## config.mk

```make
export PLATFORM = sky130hd
export DESIGN_NAME = apb_pad_ctrl
export DESIGN_NICKNAME = d
export VERILOG_FILES = /design/src/rtl/pad_ctrl_pkg.sv /design/src/rtl/pad_sync2.sv /design/src/rtl/apb_pad_ctrl.sv
export SDC_FILE = /design/constraint.sdc
export NUM_CORES = 1
export LEC_CHECK = 0
export BUFFER_PORTS_ARGS = -buffer_cell sky130_fd_sc_hd__buf_4
export CAP_MARGIN = 20
export CORE_AREA = 5 5 463 465
export DETAILED_ROUTE_END_ITERATION = 8
export DIE_AREA = 0 0 468 470
export PLACE_DENSITY = 0.39
export SYNTH_ARGS = -nofsm -noshare
export SYNTH_HDL_FRONTEND = slang
export SYNTH_HIERARCHICAL = 1
export SYNTH_SLANG_ARGS = --single-unit
```

## constraint.sdc

```tcl
create_clock -name clk_i -period 6.2 [get_ports clk_i]
set_clock_uncertainty 0.15 [all_clocks]
set_input_delay 0.62 -clock clk_i [delete_from_list [all_inputs] [get_ports clk_i]]
set_output_delay 0.62 -clock clk_i [all_outputs]
set_load 0.005 [all_outputs]
```

## src/rtl/pad_ctrl_pkg.sv

```systemverilog
// pad_ctrl_pkg -- shared constants and types for the APB pad controller.
//   PAD_BASE / IN_BASE : byte base addresses of the PADn and INk register windows.
//   PADCFG_W           : pad-configuration width of this pad frame (bit 0 = pull enable).
//   func_e             : function-select encoding (0 = dedicated sysio, 1 = GPIO).
//   padreg_t           : stored contents of one PADn register, laid out as read back.
package pad_ctrl_pkg;

  localparam logic [11:0] PAD_BASE = 12'h000;
  localparam logic [11:0] IN_BASE  = 12'h400;
  localparam int          PADCFG_W = 6;

  typedef enum logic [1:0] {
    FUNC_SYSIO = 2'd0,
    FUNC_GPIO  = 2'd1,
    FUNC_ALT2  = 2'd2,
    FUNC_ALT3  = 2'd3
  } func_e;

  // Field order matches the register layout: sel in [1:0], cfg above it.
  typedef struct packed {
    logic [PADCFG_W-1:0] cfg;
    func_e               sel;
  } padreg_t;

endpackage

```

## src/rtl/pad_sync2.sv

```systemverilog
// pad_sync2 -- parameterised-width two-flop synchroniser.
//   clk_i : destination clock
//   rst_i : synchronous active-high reset, clears both stages
//   d_i   : asynchronous input bits
//   q_o   : synchronised bits, two rising edges after d_i settles
module pad_sync2 #(
  parameter int WIDTH = 1
) (
  input  logic             clk_i,
  input  logic             rst_i,
  input  logic [WIDTH-1:0] d_i,
  output logic [WIDTH-1:0] q_o
);

  logic [WIDTH-1:0] s1_q;
  logic [WIDTH-1:0] s2_q;

  // NOTE: non-blocking assignments make s2 take the old s1, giving a real two-stage chain.
  always_ff @(posedge clk_i) begin
    if (rst_i) begin
      s1_q <= '0;
      s2_q <= '0;
    end else begin
      s1_q <= d_i;
      s2_q <= s1_q;
    end
  end

  assign q_o = s2_q;

endmodule

```

## src/rtl/apb_pad_ctrl.sv

```systemverilog
// apb_pad_ctrl -- register-programmable pad mux and pad configuration.
//   clk_i, rst_i          : clock, synchronous active-high reset
//   apb_*                 : zero-wait-state APB slave (PADn RW at 0x000+4n, INk RO at 0x400+4k)
//   func_out_i/func_oe_i  : N_FUNC source vectors of N_IO bits, source f at [f*N_IO +: N_IO]
//   func_in_o             : synchronised pad inputs, shared by all functions
//   io_out_o/io_oe_o      : pad data / output enable, selected per pad by PADn.sel
//   io_in_i               : asynchronous pad inputs
//   pad_cfg_o             : PADn.cfg for pad n at [n*NBIT_PADCFG +: NBIT_PADCFG]
// NBIT_PADCFG must equal pad_ctrl_pkg::PADCFG_W; the stored register type is sized from it.
module apb_pad_ctrl
  import pad_ctrl_pkg::*;
#(
  parameter int N_IO        = 61,
  parameter int NBIT_PADCFG = PADCFG_W,
  parameter int N_FUNC      = 4
) (
  input  logic                        clk_i,
  input  logic                        rst_i,
  input  logic                        apb_psel_i,
  input  logic                        apb_penable_i,
  input  logic                        apb_pwrite_i,
  input  logic [11:0]                 apb_paddr_i,
  input  logic [31:0]                 apb_pwdata_i,
  output logic [31:0]                 apb_prdata_o,
  output logic                        apb_pready_o,
  output logic                        apb_pslverr_o,
  input  logic [N_FUNC*N_IO-1:0]      func_out_i,
  input  logic [N_FUNC*N_IO-1:0]      func_oe_i,
  output logic [N_IO-1:0]             func_in_o,
  output logic [N_IO-1:0]             io_out_o,
  output logic [N_IO-1:0]             io_oe_o,
  input  logic [N_IO-1:0]             io_in_i,
  output logic [N_IO*NBIT_PADCFG-1:0] pad_cfg_o
);

  localparam int N_IN      = (N_IO + 31) / 32;
  localparam int PAD_IDX_W = (N_IO > 1) ? $clog2(N_IO) : 1;
  localparam int IN_IDX_W  = (N_IN > 1) ? $clog2(N_IN) : 1;

  localparam logic [9:0] PAD_WBASE = PAD_BASE[11:2];
  localparam logic [9:0] IN_WBASE  = IN_BASE[11:2];
  localparam logic [9:0] N_IO_W    = 10'(N_IO);
  localparam logic [9:0] N_IN_W    = 10'(N_IN);

  padreg_t           pad_q [N_IO];
  logic [N_IO-1:0]   sync_q;

  // ---------------------------------------------------------------------------
  // Address decode. Offsets wrap below their base, so a single upper-bound
  // compare per window rejects addresses on both sides of it.
  // ---------------------------------------------------------------------------
  logic [9:0]           addr_w;
  logic [9:0]           pad_word;
  logic [9:0]           in_word;
  logic                 pad_hit;
  logic                 in_hit;
  logic                 access;
  logic                 wr_pad;
  logic [PAD_IDX_W-1:0] pad_idx;
  logic [IN_IDX_W-1:0]  in_idx;

  assign addr_w   = apb_paddr_i[11:2];
  assign pad_word = addr_w - PAD_WBASE;
  assign in_word  = addr_w - IN_WBASE;
  assign pad_hit  = (pad_word < N_IO_W);
  assign in_hit   = (in_word < N_IN_W);
  assign pad_idx  = pad_word[PAD_IDX_W-1:0];
  assign in_idx   = in_word[IN_IDX_W-1:0];
  assign access   = apb_psel_i & apb_penable_i;
  assign wr_pad   = access & apb_pwrite_i & pad_hit;

  // Byte-lane bits and pwdata above the stored fields carry no information.
  logic unused_bits;
  assign unused_bits = ^{apb_paddr_i[1:0], apb_pwdata_i[31:2+NBIT_PADCFG]};

  // ---------------------------------------------------------------------------
  // PADn registers. Reset wins over a write in the same cycle.
  // ---------------------------------------------------------------------------
  // NOTE: the register array is reset entry by entry; it drives pads directly, so it is flops, not a RAM.
  always_ff @(posedge clk_i) begin
    if (rst_i) begin
      for (int n = 0; n < N_IO; n++) begin
        pad_q[n] <= '{cfg: '0, sel: FUNC_SYSIO};
      end
    end else if (wr_pad) begin
      pad_q[pad_idx] <= '{cfg: apb_pwdata_i[2 +: NBIT_PADCFG],
                          sel: func_e'(apb_pwdata_i[1:0])};
    end
  end

  // ---------------------------------------------------------------------------
  // Input path.
  // ---------------------------------------------------------------------------
  pad_sync2 #(.WIDTH(N_IO)) u_sync (
    .clk_i (clk_i),
    .rst_i (rst_i),
    .d_i   (io_in_i),
    .q_o   (sync_q)
  );

  assign func_in_o = sync_q;

  // INk words, zero-padded past the last pad.
  logic [N_IN*32-1:0] in_flat;
  logic [31:0]        in_words [N_IN];

  always_comb begin
    in_flat           = '0;
    in_flat[N_IO-1:0] = sync_q;
    for (int k = 0; k < N_IN; k++) begin
      in_words[k] = in_flat[k*32 +: 32];
    end
  end

  // ---------------------------------------------------------------------------
  // APB read data / error, combinational during the access phase.
  // ---------------------------------------------------------------------------
  // NOTE: every output of this always_comb gets a default first so no path infers a latch.
  always_comb begin
    apb_prdata_o  = '0;
    apb_pslverr_o = 1'b0;
    if (access) begin
      if (pad_hit) begin
        if (!apb_pwrite_i) begin
          apb_prdata_o[NBIT_PADCFG+1:0] = pad_q[pad_idx];
        end
      end else if (in_hit && !apb_pwrite_i) begin
        apb_prdata_o = in_words[in_idx];
      end else begin
        apb_pslverr_o = 1'b1;
      end
    end
  end

  assign apb_pready_o = 1'b1;

  // ---------------------------------------------------------------------------
  // Per-pad function mux and configuration outputs.
  // ---------------------------------------------------------------------------
  for (genvar n = 0; n < N_IO; n++) begin : g_pad
    logic [N_FUNC-1:0] out_opts;
    logic [N_FUNC-1:0] oe_opts;

    for (genvar f = 0; f < N_FUNC; f++) begin : g_func
      assign out_opts[f] = func_out_i[f*N_IO + n];
      assign oe_opts[f]  = func_oe_i[f*N_IO + n];
    end

    assign io_out_o[n] = out_opts[pad_q[n].sel];
    assign io_oe_o[n]  = oe_opts[pad_q[n].sel];
    assign pad_cfg_o[n*NBIT_PADCFG +: NBIT_PADCFG] = pad_q[n].cfg;
  end

endmodule

```

==> flow_metrics.tcl, run 1 <==
set metrics [dict create \
    start_util 0.1580 \
    drtAntennaViolNets 0 \
    synth_most_common_cell "edfxtp_1" \
    die_w_um 468 \
    firstDrtPassIters 5 \
    drt_iter0_markers 2015 \
    grtUsageTotal 0.1832 \
    clock_sinks 634 \
    die_h_um 470 \
    whs_endpoint "u_sync/s1_q[1]$_SDFF_PP0_" \
    row_count 168 \
    core_sq_mm 0.2092 \
    rrSetupSlack_ps 5170 \
    grt_pass1_vias 25790 \
    async_reset_ff_frac 0 \
    worst-r2r-cell-count 1 \
    fillers 22580 \
    wl_um 211000 \
    relSlewSlack 0.2604 \
    grt_pass1_wl_um 265600 \
    holdCritStartpoint "io_in_i[1]" \
    synthFlopType "edfxtp_1" \
    register_area_sq_mm 0.01782 \
    cpPeakStageDelay_ps 870 \
    worst_setup_path_end_kind "output port" \
    portBuffers 1153 \
    synth_edf_count 512 \
    die_area_sq_mm 0.2200 \
    r2r-start "u_sync/s1_q[51]$_SDFF_PP0_" \
    viasPerCell 3.914 \
    route.detailed.wl_per_inst_um 33.76 \
    pin_count 1181 \
    ys_top_cells_by_count "edfxtp_1, and2_1, buf_4" \
    criticalPathCategory "in2out" \
    fmax_mhz 199.8 \
    synth_area_leader_cell "edfxtp_1" \
    critPathSlowestCell "and2_1" \
    multiInputGateArea_sq_mm 0.01195 \
    outcome "finished clean" \
    worstHoldPathCells 2 \
    yosys-top-cells-area "edfxtp_1, mux4_2, and2_1, buf_4, dfxtp_1" \
    final_layout_size_suffix_gt1_frac 0.4791 \
    worstPathCellList "buf_8 > and2_1 > buf_4 > a22oi_1 > o22a_1 > o221ai_1 > nor4_1 > o22ai_1 > buf_4" \
    cap_viol_max_count 0 \
    yosys_warnings 6 \
    cts_buffers 82 \
    area_delta_synth_final_pct 39.12 \
    final_cells 6249 \
    vias 24460 \
    cts.clk_slew.worst_paths_ps 50 \
    finalHoldViolCount 0 \
    drv_slew 0 \
    crit_path_frequent_cell "buf_4" \
    gp_congestion 0.8716 \
    syn-instance-count 2493 \
    cp.required_ps 5430 \
    synth.top_cell.area_share 0.4652 \
    synth_area_sq_mm 0.03305 \
    place_hpwl_um 171000 \
    utilization 0.2198 \
    grt_antenna_before_repair 43 \
    crit_fanout 58 \
    worst_pin_slew_ps 1079 \
    fin_crit_ps 5005 \
    avgSynthCellArea_sq_um 13.26 \
    cts_buffer_depth 3 \
    hp-class "in2reg" \
    cp_data_arrival_time_ps 4240 \
    tritoncts "yes" \
    nets 3962 \
    leakage_nw 17.82 \
    yosysSeqAreaShare 0.5391 \
    cts-root-buf "clkbuf_16" \
    dp.cells 6025 \
    fin_crit_sh 0.8073 \
    setup_viol 0 \
    post_cts_buffers 0 \
    synth_seq_cells 634 \
    overflow 0 \
    grt_max_degree 67 \
    ir_worst_vdd_mv 0.1844 \
    drc 0 \
    synth_cell_types 59 \
    clock_latency_ps 710 \
    htree_num_levels 3 \
    reg2reg_to "u_sync/q_o[51]$_SDFF_PP0_" \
    worst_setup_path_start_kind "input pin" \
    finalSetupTns_ps 0 \
    powerDensity_mw_per_mm2 259.3 \
    rsz0062_at_grt "no" \
]
cells in the final DEF (no fill, tap or decap), types with 19 or more instances in the layout:
cell type / count
mux2i_1: 54
a22oi_1: 30
edfxtp_1: 512
nor2b_1: 126
diode_2: 19
dlygate4sd3_1: 60
and2_1: 495
nor2_1: 103
dfxtp_1: 122
or2_2: 61
a221oi_1: 49
buf_4: 1211
conb_1: 25
mux2_2: 29
clkbuf_16: 84
mux4_2: 191
nand2_1: 31
layer usage:
layer | vias to the layer above | GRT usage | part of all wire
li1 | 10480 | - | -
met1 | 12540 | 0.2091 | 0.38
met2 | 1250 | 0.3305 | 0.51
met3 | 194 | 0.05027 | 0.076
met4 | 2 | 0.05636 | 0.031
met5 | - | 0 | 0.000062
through the flow:
step / instance area, sq um / hold slack [ps] / total power (W) / setup WS [ps]
2_1_floorplan: 33140 / 263.8 / 0.005721 / 2954
3_3_place_gp: 42450 / 264.7 / 0.006909 / 1029
3_5_place_dp: 42470 / 271.2 / 0.006911 / 1067
4_1_cts: 45930 / 4.376 / 0.01212 / 1067
5_1_grt: 45950 / 15.15 / 0.01233 / 1219
6_report: 45980 / 74.16 / 0.01192 / 1195
kinds of logic after synthesis:
logic type	share of synthesized area
compound gates	0.04127
flops	0.5391
simple gates	0.1589
buf+inv	0.1038
other cells	0.0002272
mux	0.1567
registers in the layout, indices dropped and copies added, names as in the netlist:
signal,count
pad_q,512
u_sync/s1_q,61
u_sync/q_o,61
critical path: cells and delay by family:
kind | cells | cell delay (ps)
compound gates | 4 | 1490
simple gates | 2 | 1000
buf+inv | 3 | 950
final cells by class:
cell class,instances,area share
Antenna cell,19,0.001034
Clock buffer,101,0.04820
Clock inverter,44,0.01399
Inverter,3,0.0002449
Multi-Input combinational cell,1365,0.2599
Sequential cell,634,0.3875
Tap cell,2805,0.07633
Timing Repair Buffer,1278,0.2127
power breakdown:
group          internal [W]  switching (W)  total [W]
clock               0.00303        0.00210    0.00513
sequential          0.00481       0.000252    0.00506
combinational      0.000845       0.000879    0.00172
total               0.00869        0.00323     0.0119
how the worst max path moves through the flow:
stage / cells past startpoint / end / slack, ps / startpoint
detailed placement: 9 / apb_prdata_o[4] / 1070 / apb_paddr_i[2]
global route: 9 / apb_prdata_o[3] / 1220 / apb_paddr_i[3]
CTS: 9 / apb_prdata_o[4] / 1070 / apb_paddr_i[2]
finish: 9 / apb_prdata_o[4] / 1190 / apb_paddr_i[2]
global placement: 9 / apb_prdata_o[4] / 1030 / apb_paddr_i[2]
floorplan: 8 / apb_prdata_o[1] / 2950 / apb_paddr_i[2]
what timing repair did:
action	CTS	global route
gates resized for setup	0	0
hold buffers	60	0
hold endpoints to repair	60	0
No activity file was read; power rests on OpenSTA's default activity.
==> run 2, diff against run 1 <==
Settings changed: ABC_AREA set to 1, CORE_AREA 5 5 463 465 to 5 5 462 464, DIE_AREA 0 0 468 470 to 0 0 467 469, PLACE_DENSITY 0.39 to 0.4.
Clock period 6.2 ns to 5.1 ns, I/O delays scaled along.
==> run 2 against run 1 <==
Clock-buffer cell count is 10 higher. Critical endpoint is now apb_prdata_o[0]. Largest cell class unchanged. Final area rose by 3.5%. Worst hold slack improved by 170 ps. Sequential power up 20%. Via count rose by 31%. Highest routed layer unchanged. Critical path depth is 3 higher. Area after synthesis grew 4.3%. Final cell count increased by 29%. Clock power increased by 16%. Wire length increased by 0.71%. Die area is 0.43% lower. Global-route usage is 0.20 points higher.
==> flow_metrics.tcl, run 2 <==
set metrics [dict create \
    grt_antenna_before_repair 18 \
    ir_worst_vdd_mv 0.2547 \
    worst_setup_path_start_kind "flop" \
    synth_cell_types 28 \
    nets 5779 \
    synth.top_cell.area_share 0.4459 \
    post_cts_buffers 0 \
    wl_um 212500 \
    worst_pin_slew_ps 1236 \
    firstDrtPassIters 7 \
    outcome "finished clean" \
    yosys_warnings 6 \
    cpPeakStageDelay_ps 630 \
    drc 0 \
    synth_seq_cells 634 \
    rrSetupSlack_ps 4320 \
    clock_sinks 634 \
    place_hpwl_um 171100 \
    drv_slew 0 \
    die_h_um 469 \
    clock_latency_ps 700 \
    synthFlopType "edfxtp_1" \
    cts_buffer_depth 3 \
    overflow 0 \
    async_reset_ff_frac 0 \
    cp_data_arrival_time_ps 3920 \
    fin_crit_ps 4583 \
    yosysSeqAreaShare 0.5167 \
    syn-instance-count 4306 \
    largest_register_ffs 512 \
    die_w_um 467 \
    gp_congestion 0.9193 \
    relSlewSlack 0.1761 \
    cp.required_ps 4440 \
    grt_pass1_wl_um 279700 \
    cap_viol_max_count 0 \
    synth_area_sq_mm 0.03448 \
    portBuffers 1153 \
    route.detailed.wl_per_inst_um 26.32 \
    powerDensity_mw_per_mm2 299.7 \
    row_count 168 \
    crit_fanout 5 \
    yosys-top-cells-area "edfxtp_1, nor2_1, nand2_1, buf_4, dfxtp_1" \
    utilization 0.2280 \
    htree_num_levels 3 \
    cts-root-buf "clkbuf_16" \
    grt_pass1_vias 32780 \
    final_layout_size_suffix_gt1_frac 0.2822 \
    worst_setup_path_end_kind "output port" \
    leakage_nw 21.99 \
    crit_path_frequent_cell "nand2_1" \
    p_total_w 0.01427 \
    worstHoldPathCells 2 \
    pin_count 1181 \
    whs_ps 245.1 \
    synth_area_leader_cell "edfxtp_1" \
    rsz0062_at_grt "no" \
    grt_max_degree 85 \
    area_delta_synth_final_pct 38.05 \
    holdCritStartpoint "u_sync/s1_q[46]$_SDFF_PP0_" \
    avgSynthCellArea_sq_um 8.007 \
    final_cell_mix "buf_4, nor2_1, nand2_1" \
    cts_buffers 82 \
    finalSetupTns_ps 0 \
    whs_endpoint "u_sync/q_o[46]$_SDFF_PP0_" \
    r2r-start "u_sync/s1_q[53]$_SDFF_PP0_" \
    regMostFlops "pad_q" \
    drt_iter0_markers 2205 \
    critPathSlowestCell "o21ai_0" \
    finalHoldViolCount 0 \
    grtUsageTotal 0.1852 \
    vias 32160 \
    hp-class "reg2reg" \
    cts_resized 0 \
    setup_viol 0 \
    final_common_cell "buf_4" \
    viasPerCell 3.984 \
    worstPathCellList "inv_1 > nand2_1 > nand3_1 > nand2_1 > o21ai_0 > buf_4 > nand2_1 > nor2_1 > nand2_1 > nand2_1 > a21oi_1 > buf_4" \
    die_area_sq_mm 0.2190 \
    cts.clk_slew.worst_paths_ps 60 \
    fin_crit_sh 0.8986 \
    worst-r2r-cell-count 2 \
    reg2reg_to "u_sync/q_o[53]$_SDFF_PP0_" \
    ys_top_cells_by_count "nor2_1, nand2_1, inv_1" \
    criticalPathCategory "reg2out" \
    start_util 0.1652 \
    hold_buffers 69 \
    synth_most_common_cell "nor2_1" \
    tritoncts "yes" \
    synth_edf_count 512 \
    drtAntennaViolNets 0 \
    fmax_mhz 218.2 \
    core_sq_mm 0.2087 \
]
## run 2: layout make-up
type | count | area [sq um]
flip-flops and latches | 634 | 17820
inverters | 611 | 2325
clock inverters | 40 | 307.8
well taps | 2805 | 3510
multi-input cells | 2545 | 11020
diodes | 18 | 45.04
clock buffers | 111 | 2435
repair buffers | 1307 | 10140
fillers | 23310 | 161100
## run 2: power breakdown
group | switching (W) | internal, W | leakage [nW] | total (W)
combinational | 0.00132 | 0.000907 | 14.8 | 0.00223
sequential | 0.000220 | 0.00585 | 5.88 | 0.00607
clock | 0.00250 | 0.00347 | 1.35 | 0.00597
## run 2: worst max-delay path, delay by kind of cell (launching register included)
kind / cells / cell delay [ps]
AO/OA/AOI/OAI: 2 / 710
buffers and inverters: 3 / 640
flip-flops: 1 / 480
AND/OR/NAND/NOR: 7 / 1380
## run 2: cell families after synthesis
group | Yosys count | share of synthesized area
other cells | 2 | 0.0002178
flops | 634 | 0.5167
compound gates | 468 | 0.07272
buf+inv | 1150 | 0.1681
simple gates | 2052 | 0.2423
## run 2: worst max path at each step
stage                               startpoint               to  slack (ps)  cells past startpoint
floorplan                       apb_paddr_i[3]  apb_prdata_o[0]        2450                      9
global placement                apb_paddr_i[2]  apb_prdata_o[4]         380                     13
detailed placement              apb_paddr_i[2]  apb_prdata_o[4]         370                     13
CTS                 pad_q[47][0]$_SDFFCE_PN0P_  apb_prdata_o[0]         260                     12
global route        pad_q[47][0]$_SDFFCE_PN0P_  apb_prdata_o[0]         290                     12
finish              pad_q[47][0]$_SDFFCE_PN0P_  apb_prdata_o[0]         520                     12
## run 2: routing by layer
metal,track usage,vias up,part of all wire
li1,-,15030,-
met3,0.05646,201,0.078
met4,0.04705,2,0.023
met1,0.2202,15630,0.41
met2,0.3248,1285,0.49
met5,0,-,0.000066
## run 2: stage by stage
step / cells / setup slack (ps) / instance area [sq um]
6_report: 8071 / 517.3 / 47600
5_1_grt: 8063 / 286.2 / 47580
4_1_cts: 8053 / 257.1 / 47550
3_5_place_dp: 7833 / 369.9 / 44120
3_3_place_gp: 7833 / 377.2 / 44120
2_1_floorplan: 4329 / 2450 / 34570
